### config.mk
export PLATFORM = sky130hd
export DESIGN_NAME = loop_osc_monitor
export DESIGN_NICKNAME = d
export VERILOG_FILES = /design/src/rtl/loop_osc_pkg.sv /design/src/rtl/loop_osc_chan.sv /design/src/rtl/loop_osc_monitor.sv
export SDC_FILE = /design/constraint.sdc
export NUM_CORES = 1
export LEC_CHECK = 0
export CORE_ASPECT_RATIO = 1.4
export CORE_MARGIN = 2
export CORE_UTILIZATION = 45
export DETAILED_ROUTE_END_ITERATION = 8
export GPL_TIMING_DRIVEN = 0
export MAX_ROUTING_LAYER = met4
export PLACE_DENSITY_LB_ADDON = 0.15
export SLEW_MARGIN = 20
export SYNTH_ARGS = -nofsm -noshare
export SYNTH_HDL_FRONTEND = slang
export SYNTH_HIERARCHICAL = 1
export SYNTH_SLANG_ARGS = --single-unit
### constraint.sdc
create_clock -name clk -period 4.8 [get_ports clk]
set_clock_uncertainty 0.05 [all_clocks]
set_input_delay 0.96 -clock clk [delete_from_list [all_inputs] [get_ports clk]]
set_output_delay 0.96 -clock clk [all_outputs]
set_load 0.05 [all_outputs]
### src/rtl/loop_osc_pkg.sv
// Shared definitions for the broken-loop oscillation monitor.
//   chan_state_e : per-channel FSM state encoding
//   ChanIdW      : width of a channel index (up to 16 channels)
package loop_osc_pkg;

  typedef enum logic [1:0] {
    StIdle,
    StTrack,
    StOsc,
    StStable
  } chan_state_e;

  localparam int unsigned ChanIdW = 4;

endpackage

### src/rtl/loop_osc_chan.sv
// One broken-loop channel: breaker flop, toggle/quiet counters and state FSM.
// The breaker register cuts an external combinational loop; each cycle the channel
// compares the loop's return value against what it drove and counts changes.
// Ports:
//   clk_i, rst_i    clock, synchronous active-high reset
//   enable_i        arm request (level)
//   clear_i         return-to-idle pulse, overrides everything except reset
//   fb_i            loop return value
//   breaker_o       registered value driven into the loop
//   osc_flag_o      sticky oscillation flag
//   stable_flag_o   sticky settled flag
//   osc_enter_o     combinational: channel enters OSC on the coming edge
module loop_osc_chan
  import loop_osc_pkg::*;
#(
  parameter int unsigned CNT_W    = 8,
  parameter int unsigned THRESH   = 16,
  parameter int unsigned QUIET    = 4,
  parameter bit          INIT_BIT = 1'b0
) (
  input  logic clk_i,
  input  logic rst_i,
  input  logic enable_i,
  input  logic clear_i,
  input  logic fb_i,
  output logic breaker_o,
  output logic osc_flag_o,
  output logic stable_flag_o,
  output logic osc_enter_o
);

  localparam int unsigned       QuietW    = $clog2(QUIET + 1);
  localparam logic [CNT_W-1:0]  ThreshVal = CNT_W'(THRESH);
  localparam logic [QuietW-1:0] QuietVal  = QuietW'(QUIET);

  chan_state_e       state_q, state_d;
  logic              breaker_q, breaker_d;
  logic [CNT_W-1:0]  tog_cnt_q, tog_cnt_d;
  logic [QuietW-1:0] quiet_cnt_q, quiet_cnt_d;
  logic              osc_q, osc_d;
  logic              stable_q, stable_d;

  logic              toggle;
  logic [CNT_W-1:0]  tog_inc;
  logic [QuietW-1:0] quiet_inc;

  assign toggle    = (fb_i != breaker_q);
  // Saturating toggle count; the quiet count never passes QUIET because the
  // channel leaves TRACK when it gets there.
  assign tog_inc   = (tog_cnt_q == {CNT_W{1'b1}}) ? tog_cnt_q : tog_cnt_q + CNT_W'(1);
  assign quiet_inc = quiet_cnt_q + QuietW'(1);

  always_comb begin
    state_d     = state_q;
    breaker_d   = breaker_q;
    tog_cnt_d   = tog_cnt_q;
    quiet_cnt_d = quiet_cnt_q;
    osc_d       = osc_q;
    stable_d    = stable_q;
    osc_enter_o = 1'b0;

    if (clear_i) begin
      state_d     = StIdle;
      breaker_d   = INIT_BIT;
      tog_cnt_d   = '0;
      quiet_cnt_d = '0;
      osc_d       = 1'b0;
      stable_d    = 1'b0;
    end else begin
      unique case (state_q)
        StIdle: begin
          breaker_d   = INIT_BIT;
          tog_cnt_d   = '0;
          quiet_cnt_d = '0;
          osc_d       = 1'b0;
          stable_d    = 1'b0;
          if (enable_i) state_d = StTrack;
        end
        StTrack: begin
          if (!enable_i) begin
            state_d     = StIdle;
            breaker_d   = INIT_BIT;
            tog_cnt_d   = '0;
            quiet_cnt_d = '0;
          end else begin
            breaker_d = fb_i;
            if (toggle) begin
              tog_cnt_d   = tog_inc;
              quiet_cnt_d = '0;
              // Threshold counts the toggle seen this cycle.
              if (tog_inc >= ThreshVal) begin
                state_d     = StOsc;
                osc_d       = 1'b1;
                osc_enter_o = 1'b1;
              end
            end else begin
              quiet_cnt_d = quiet_inc;
              if (quiet_inc >= QuietVal) begin
                state_d  = StStable;
                stable_d = 1'b1;
              end
            end
          end
        end
        StOsc: begin
          // Loop held broken: breaker frozen, feedback ignored.
        end
        StStable: begin
          breaker_d = fb_i;
          if (toggle) begin
            state_d     = StTrack;
            quiet_cnt_d = '0;
            stable_d    = 1'b0;
          end
        end
        default: state_d = StIdle;
      endcase
    end
  end

  always_ff @(posedge clk_i) begin
    if (rst_i) begin
      state_q     <= StIdle;
      breaker_q   <= INIT_BIT;
      tog_cnt_q   <= '0;
      quiet_cnt_q <= '0;
      osc_q       <= 1'b0;
      stable_q    <= 1'b0;
    end else begin
      state_q     <= state_d;
      breaker_q   <= breaker_d;
      tog_cnt_q   <= tog_cnt_d;
      quiet_cnt_q <= quiet_cnt_d;
      osc_q       <= osc_d;
      stable_q    <= stable_d;
    end
  end

  assign breaker_o     = breaker_q;
  assign osc_flag_o    = osc_q;
  assign stable_flag_o = stable_q;

endmodule

### src/rtl/loop_osc_monitor.sv
// Multi-channel broken-loop oscillation monitor.
// Each channel breaks an external loop with a register and classifies the loop as
// oscillating (too many toggles) or stable (enough quiet cycles).
// Ports:
//   clk, rst       clock, synchronous active-high reset
//   enable         per-channel arm request (level)
//   clear          per-channel return-to-idle pulse
//   fb_in          per-channel loop return value
//   breaker_q      per-channel registered breaker value
//   osc_flag       per-channel sticky oscillation flag
//   stable_flag    per-channel sticky settled flag
//   any_osc        OR of osc_flag
//   first_osc_id   lowest channel index with osc_flag set, 0 when none
//   irq            one-cycle pulse when any channel enters OSC
module loop_osc_monitor
  import loop_osc_pkg::*;
#(
  parameter int unsigned          NUM_LOOPS = 3,
  parameter int unsigned          CNT_W     = 8,
  parameter int unsigned          THRESH    = 16,
  parameter int unsigned          QUIET     = 4,
  parameter logic [NUM_LOOPS-1:0] INIT_VAL  = '0
) (
  input  logic                 clk,
  input  logic                 rst,
  input  logic [NUM_LOOPS-1:0] enable,
  input  logic [NUM_LOOPS-1:0] clear,
  input  logic [NUM_LOOPS-1:0] fb_in,
  output logic [NUM_LOOPS-1:0] breaker_q,
  output logic [NUM_LOOPS-1:0] osc_flag,
  output logic [NUM_LOOPS-1:0] stable_flag,
  output logic                 any_osc,
  output logic [ChanIdW-1:0]   first_osc_id,
  output logic                 irq
);

  logic [NUM_LOOPS-1:0] osc_enter;
  logic                 irq_q, irq_d;

  for (genvar g = 0; g < NUM_LOOPS; g++) begin : g_chan
    loop_osc_chan #(
      .CNT_W    (CNT_W),
      .THRESH   (THRESH),
      .QUIET    (QUIET),
      .INIT_BIT (INIT_VAL[g])
    ) u_chan (
      .clk_i         (clk),
      .rst_i         (rst),
      .enable_i      (enable[g]),
      .clear_i       (clear[g]),
      .fb_i          (fb_in[g]),
      .breaker_o     (breaker_q[g]),
      .osc_flag_o    (osc_flag[g]),
      .stable_flag_o (stable_flag[g]),
      .osc_enter_o   (osc_enter[g])
    );
  end

  // Registered so the pulse lines up with the osc_flag it announces.
  assign irq_d = |osc_enter;

  always_ff @(posedge clk) begin
    if (rst) irq_q <= 1'b0;
    else     irq_q <= irq_d;
  end

  assign irq     = irq_q;
  assign any_osc = |osc_flag;

  // Scan from the top so the lowest set index wins.
  always_comb begin
    first_osc_id = '0;
    for (int i = int'(NUM_LOOPS) - 1; i >= 0; i--) begin
      if (osc_flag[i]) first_osc_id = ChanIdW'(i);
    end
  end

endmodule
==> results of run 1 <==
cell families (layout without fill, tap and decap cells):
kind of cell	count (synthesis)	after routing	synth area share (%)
other	1	2	0.129
buffers and inverters	22	53	4.12
XOR/XNOR	12	12	4.12
adder cells (fa/ha/maj)	6	6	2.58
AND/OR/NAND/NOR	134	134	26.0
flip-flops	49	49	33.7
multiplexers	8	8	2.88
AO/OA/AOI/OAI	110	110	26.5
cell type report:
class,instances,area (um^2)
Sequential cell,49,981
Fill cell,618,2940
Multi-Input combinational cell,272,1820
Inverter,6,22.5
Buffer,16,97.6
Clock buffer,8,80.1
Timing Repair Buffer,23,230
Tap cell,72,90.1
Yosys cell counts (4+ instances only):
cell type / n
sky130_fd_sc_hd__nand2_1: 18
sky130_fd_sc_hd__inv_1: 6
sky130_fd_sc_hd__xnor2_1: 7
sky130_fd_sc_hd__dfxtp_1: 49
sky130_fd_sc_hd__or3_1: 5
sky130_fd_sc_hd__nor3_1: 17
sky130_fd_sc_hd__buf_4: 4
sky130_fd_sc_hd__and3_1: 8
sky130_fd_sc_hd__mux2i_1: 5
sky130_fd_sc_hd__buf_2: 4
sky130_fd_sc_hd__ha_1: 6
sky130_fd_sc_hd__nor3b_1: 5
sky130_fd_sc_hd__o21ai_0: 17
sky130_fd_sc_hd__a21oi_1: 32
sky130_fd_sc_hd__and2_1: 5
sky130_fd_sc_hd__a31oi_1: 7
sky130_fd_sc_hd__nand3b_1: 4
sky130_fd_sc_hd__a41oi_1: 4
sky130_fd_sc_hd__clkbuf_1: 5
sky130_fd_sc_hd__a211oi_1: 9
sky130_fd_sc_hd__nand4_1: 13
sky130_fd_sc_hd__nand3_1: 8
sky130_fd_sc_hd__nor2_1: 23
sky130_fd_sc_hd__nand2b_1: 6
layer usage:
layer	vias up	GRT usage [%]	part of all wire (%)
met5	-	-	0
met4	0	8.56	2.3
met3	13	3.14	2.7
met2	47	33.1	51
met1	1269	22.1	44
li1	1363	-	-
metrics by stage:
step           hold WS, ns  cell area (um^2)  util (%)  instances
2_1_floorplan        0.420              2920         -        343
3_3_place_gp         0.399              3240      51.8        438
3_5_place_dp         0.412              3240      51.8        438
4_1_cts              0.433              3320      53.1        446
5_1_grt              0.463              3320      53.1        446
6_report             0.430              3320      53.1        446
cells in the final DEF (no fill, tap or decap), drive strengths merged, types with 4 or more instances in the layout:
cell / count
clkdlybuf4s50: 23
a41oi: 4
clkbuf: 14
a21oi: 32
or3: 5
inv: 6
xnor2: 8
o21ai: 19
nand2b: 6
dfxtp: 49
a31oi: 7
a211oi: 9
nor2: 23
a22oi: 5
nand3: 8
buf: 10
and2: 7
nor3: 20
ha: 6
nand4: 13
xor2: 4
a21o: 4
nand2: 18
nor3b: 5
and3: 9
mux2i: 5
nand3b: 4
worst min path at each step:
stage / startpoint / endpoint / slack [ns] / depth (start not counted)
3_5_place_dp: g_chan[2].u_chan/stable_flag_o / g_chan[2].u_chan/stable_flag_o / 0.41 / 1
3_3_place_gp: g_chan[2].u_chan/stable_flag_o / g_chan[2].u_chan/stable_flag_o / 0.40 / 1
5_1_grt: g_chan[2].u_chan/stable_flag_o / g_chan[2].u_chan/stable_flag_o / 0.46 / 1
4_1_cts: g_chan[2].u_chan/stable_flag_o / g_chan[2].u_chan/stable_flag_o / 0.43 / 1
2_1_floorplan: g_chan[1].u_chan/quiet_cnt_q[2] / g_chan[1].u_chan/quiet_cnt_q[2] / 0.42 / 2
6_report: g_chan[2].u_chan/stable_flag_o / g_chan[2].u_chan/stable_flag_o / 0.43 / 1
sequential cells by signal, summed over array words and instances, names as in the netlist:
register / cells
g_chan.u_chan/tog_cnt_q: 24
g_chan.u_chan/quiet_cnt_q: 9
g_chan.u_chan/state_q: 6
g_chan.u_chan/breaker_o: 3
g_chan.u_chan/osc_flag_o: 3
g_chan.u_chan/stable_flag_o: 3
irq: 1
report_power, final:
part,switching [W],internal [W]
combinational,0.0000367,0.0000231
clock,0.000134,0.000104
sequential,0.00000190,0.000408
total,0.000172,0.000535
worst max-delay path: stages (launching register included):
cell	delay (ns)
sky130_fd_sc_hd__dfxtp_1	0.37
sky130_fd_sc_hd__or3_1	0.38
sky130_fd_sc_hd__clkdlybuf4s50_1	0.70
==> impl_metrics.py, run 1 <==
metrics = {
    "status": {
        "outcome": "completed",
    },
    "synthesis": {
        "synthFlopType": "sky130_fd_sc_hd__dfxtp_1",
        "post_synthesis_sequential_area_ratio_pct": 33.7,
        "synth.ff_latch_count": 49,
        "synth.yosys.warnings": 6,
        "synthCells": 342,
        "synth_area_leaders": "sky130_fd_sc_hd__dfxtp_1 (34%), sky130_fd_sc_hd__a21oi_1 (5.5%), sky130_fd_sc_hd__nor2_1 (3.0%)",
        "synth_cell_types": 73,
        "synthesis.area_mm2": 0.00291,
        "synth_top_cell_by_area": "sky130_fd_sc_hd__dfxtp_1",
        "mean_cell_area_of_the_mapped_netlist_um2": 8.52,
        "synth_edf_count": 0,
        "yosys.area.top_type_share_pct": 33.7,
        "async_reset_ff_share_pct": 0,
    },
    "cts": {
        "clkTransAtPathRegs_ns": 0.09,
        "ctsHtreeMaxLevel": 2,
        "numClockSinks": 49,
        "cts_made_buffers": 5,
        "cts_hold_buf": 0,
        "ctsLongestPathBuffers": 2,
        "post_cts_resized": 0,
        "tritoncts_clock_tree": "built",
        "cts.repair_timing.setup_buffer_count": 0,
        "clockRootBuffer": "sky130_fd_sc_hd__clkbuf_8",
        "later_pin_clock_latency_in_the_skew_report_ns": 0.29,
    },
    "finish": {
        "share_of_cells_above_drive_strength_1_pct": 11.0,
        "number_of_nets_in_the_layout": 390,
        "area.growth.synth_to_final_pct": 13.9,
        "antenna-diode-count": 0,
    },
    "timing": {
        "rsz0062_at_grt": "false",
        "layout_worst_path_cycle_share_pct": 57.4,
        "report.final.hold_viol_count": 0,
        "timing.fmax_mhz": 363,
        "slew_viol_final": 0,
        "timing.slew.headroom_pct": 62.6,
        "setup_slack_ns": 2.04,
        "worst_slew_pin_slew_ns": 0.561,
        "finalCriticalPeriod_ns": 2.76,
        "final_setup_violation_count": 0,
        "setup_tns_ns": 0,
    },
    "hold_path": {
        "hold_path.class": "reg -> reg",
    },
    "setup_path": {
        "critical_path.reg2reg.endpoint": "irq",
        "cp_launch_point": "g_chan[1].u_chan/osc_flag_o",
        "crit_fanout": 5,
        "criticalPathCategory": "reg -> out",
        "required_time_reported_for_the_critical_path_endpoint_ns": 3.79,
        "timing.reg2reg.worst_path_depth": 7,
        "critical_path.startpoint_type": "flop",
        "critical_path.endpoint_type": "output pin",
        "cp.arrival_ns": 1.75,
        "r2r_start": "g_chan[1].u_chan/tog_cnt_q[0]",
        "critPathCapture": "any_osc",
        "reg2reg_setup_slack_ns": 2.65,
    },
    "power_and_ir_drop": {
        "max-vdd-ir-drop_mv": 0.130,
        "design_power_total_w": 0.000708,
        "power-per-cell-area_mw_per_mm2": 213,
        "leakagePower_nw": 1.13,
    },
    "routing": {
        "drt-initial-drc-count": 115,
        "postRouteAntennaNets": 0,
        "route.detailed.wl_per_inst_um": 14.3,
        "detail_route.first_pass.iterations": 4,
        "vias_per_cell": 6.04,
        "drc": 0,
        "routed_wl_um": 6390,
        "vias": 2692,
    },
    "grt": {
        "grt_use_total_pct": 19.4,
        "grt_pass1_vias": 2471,
        "overflow": 0,
        "grt_pass1_wl_um": 11000,
        "grt_max_degree": 14,
        "number_of_antenna_violations_at_the_first_check_in_global_routing": 0,
    },
    "floorplanning": {
        "coreArea_mm2": 0.00625,
        "die-width_um": 72.0,
        "placement_rows": 34,
        "dieArea_mm2": 0.00714,
        "design.portCount": 26,
        "fp.dieH_um": 99.2,
        "floorplan.initialDensity_pct": 46.6,
    },
    "place": {
        "gp_routability_congestion": 0.830,
        "detailedPlace.worstSlack_ns": 1.89,
        "hpwlAfterDp_um": 4780,
        "numPortBuffers": 23,
    },
    "job": {
        "cap_viol_max_count": 0,
    },
}
(Power assumes the default switching activity.)
==> run 2: changes to the inputs <==
- clock period: 4.8 -> 2.7 ns (I/O delays scaled with it)
==> results of run 2 <==
Same layout as run 1 (identical final DEF). Status: completed.
Main changes from that run: setup slack after placement 1.89 ns -> 0.207 ns; setup slack after layout 2.04 ns -> 0.363 ns; register-to-register setup slack 2.65 ns -> 0.55 ns; total power 0.000708 W -> 0.00126 W; worst IR drop on VDD 0.130 mV -> 0.231 mV
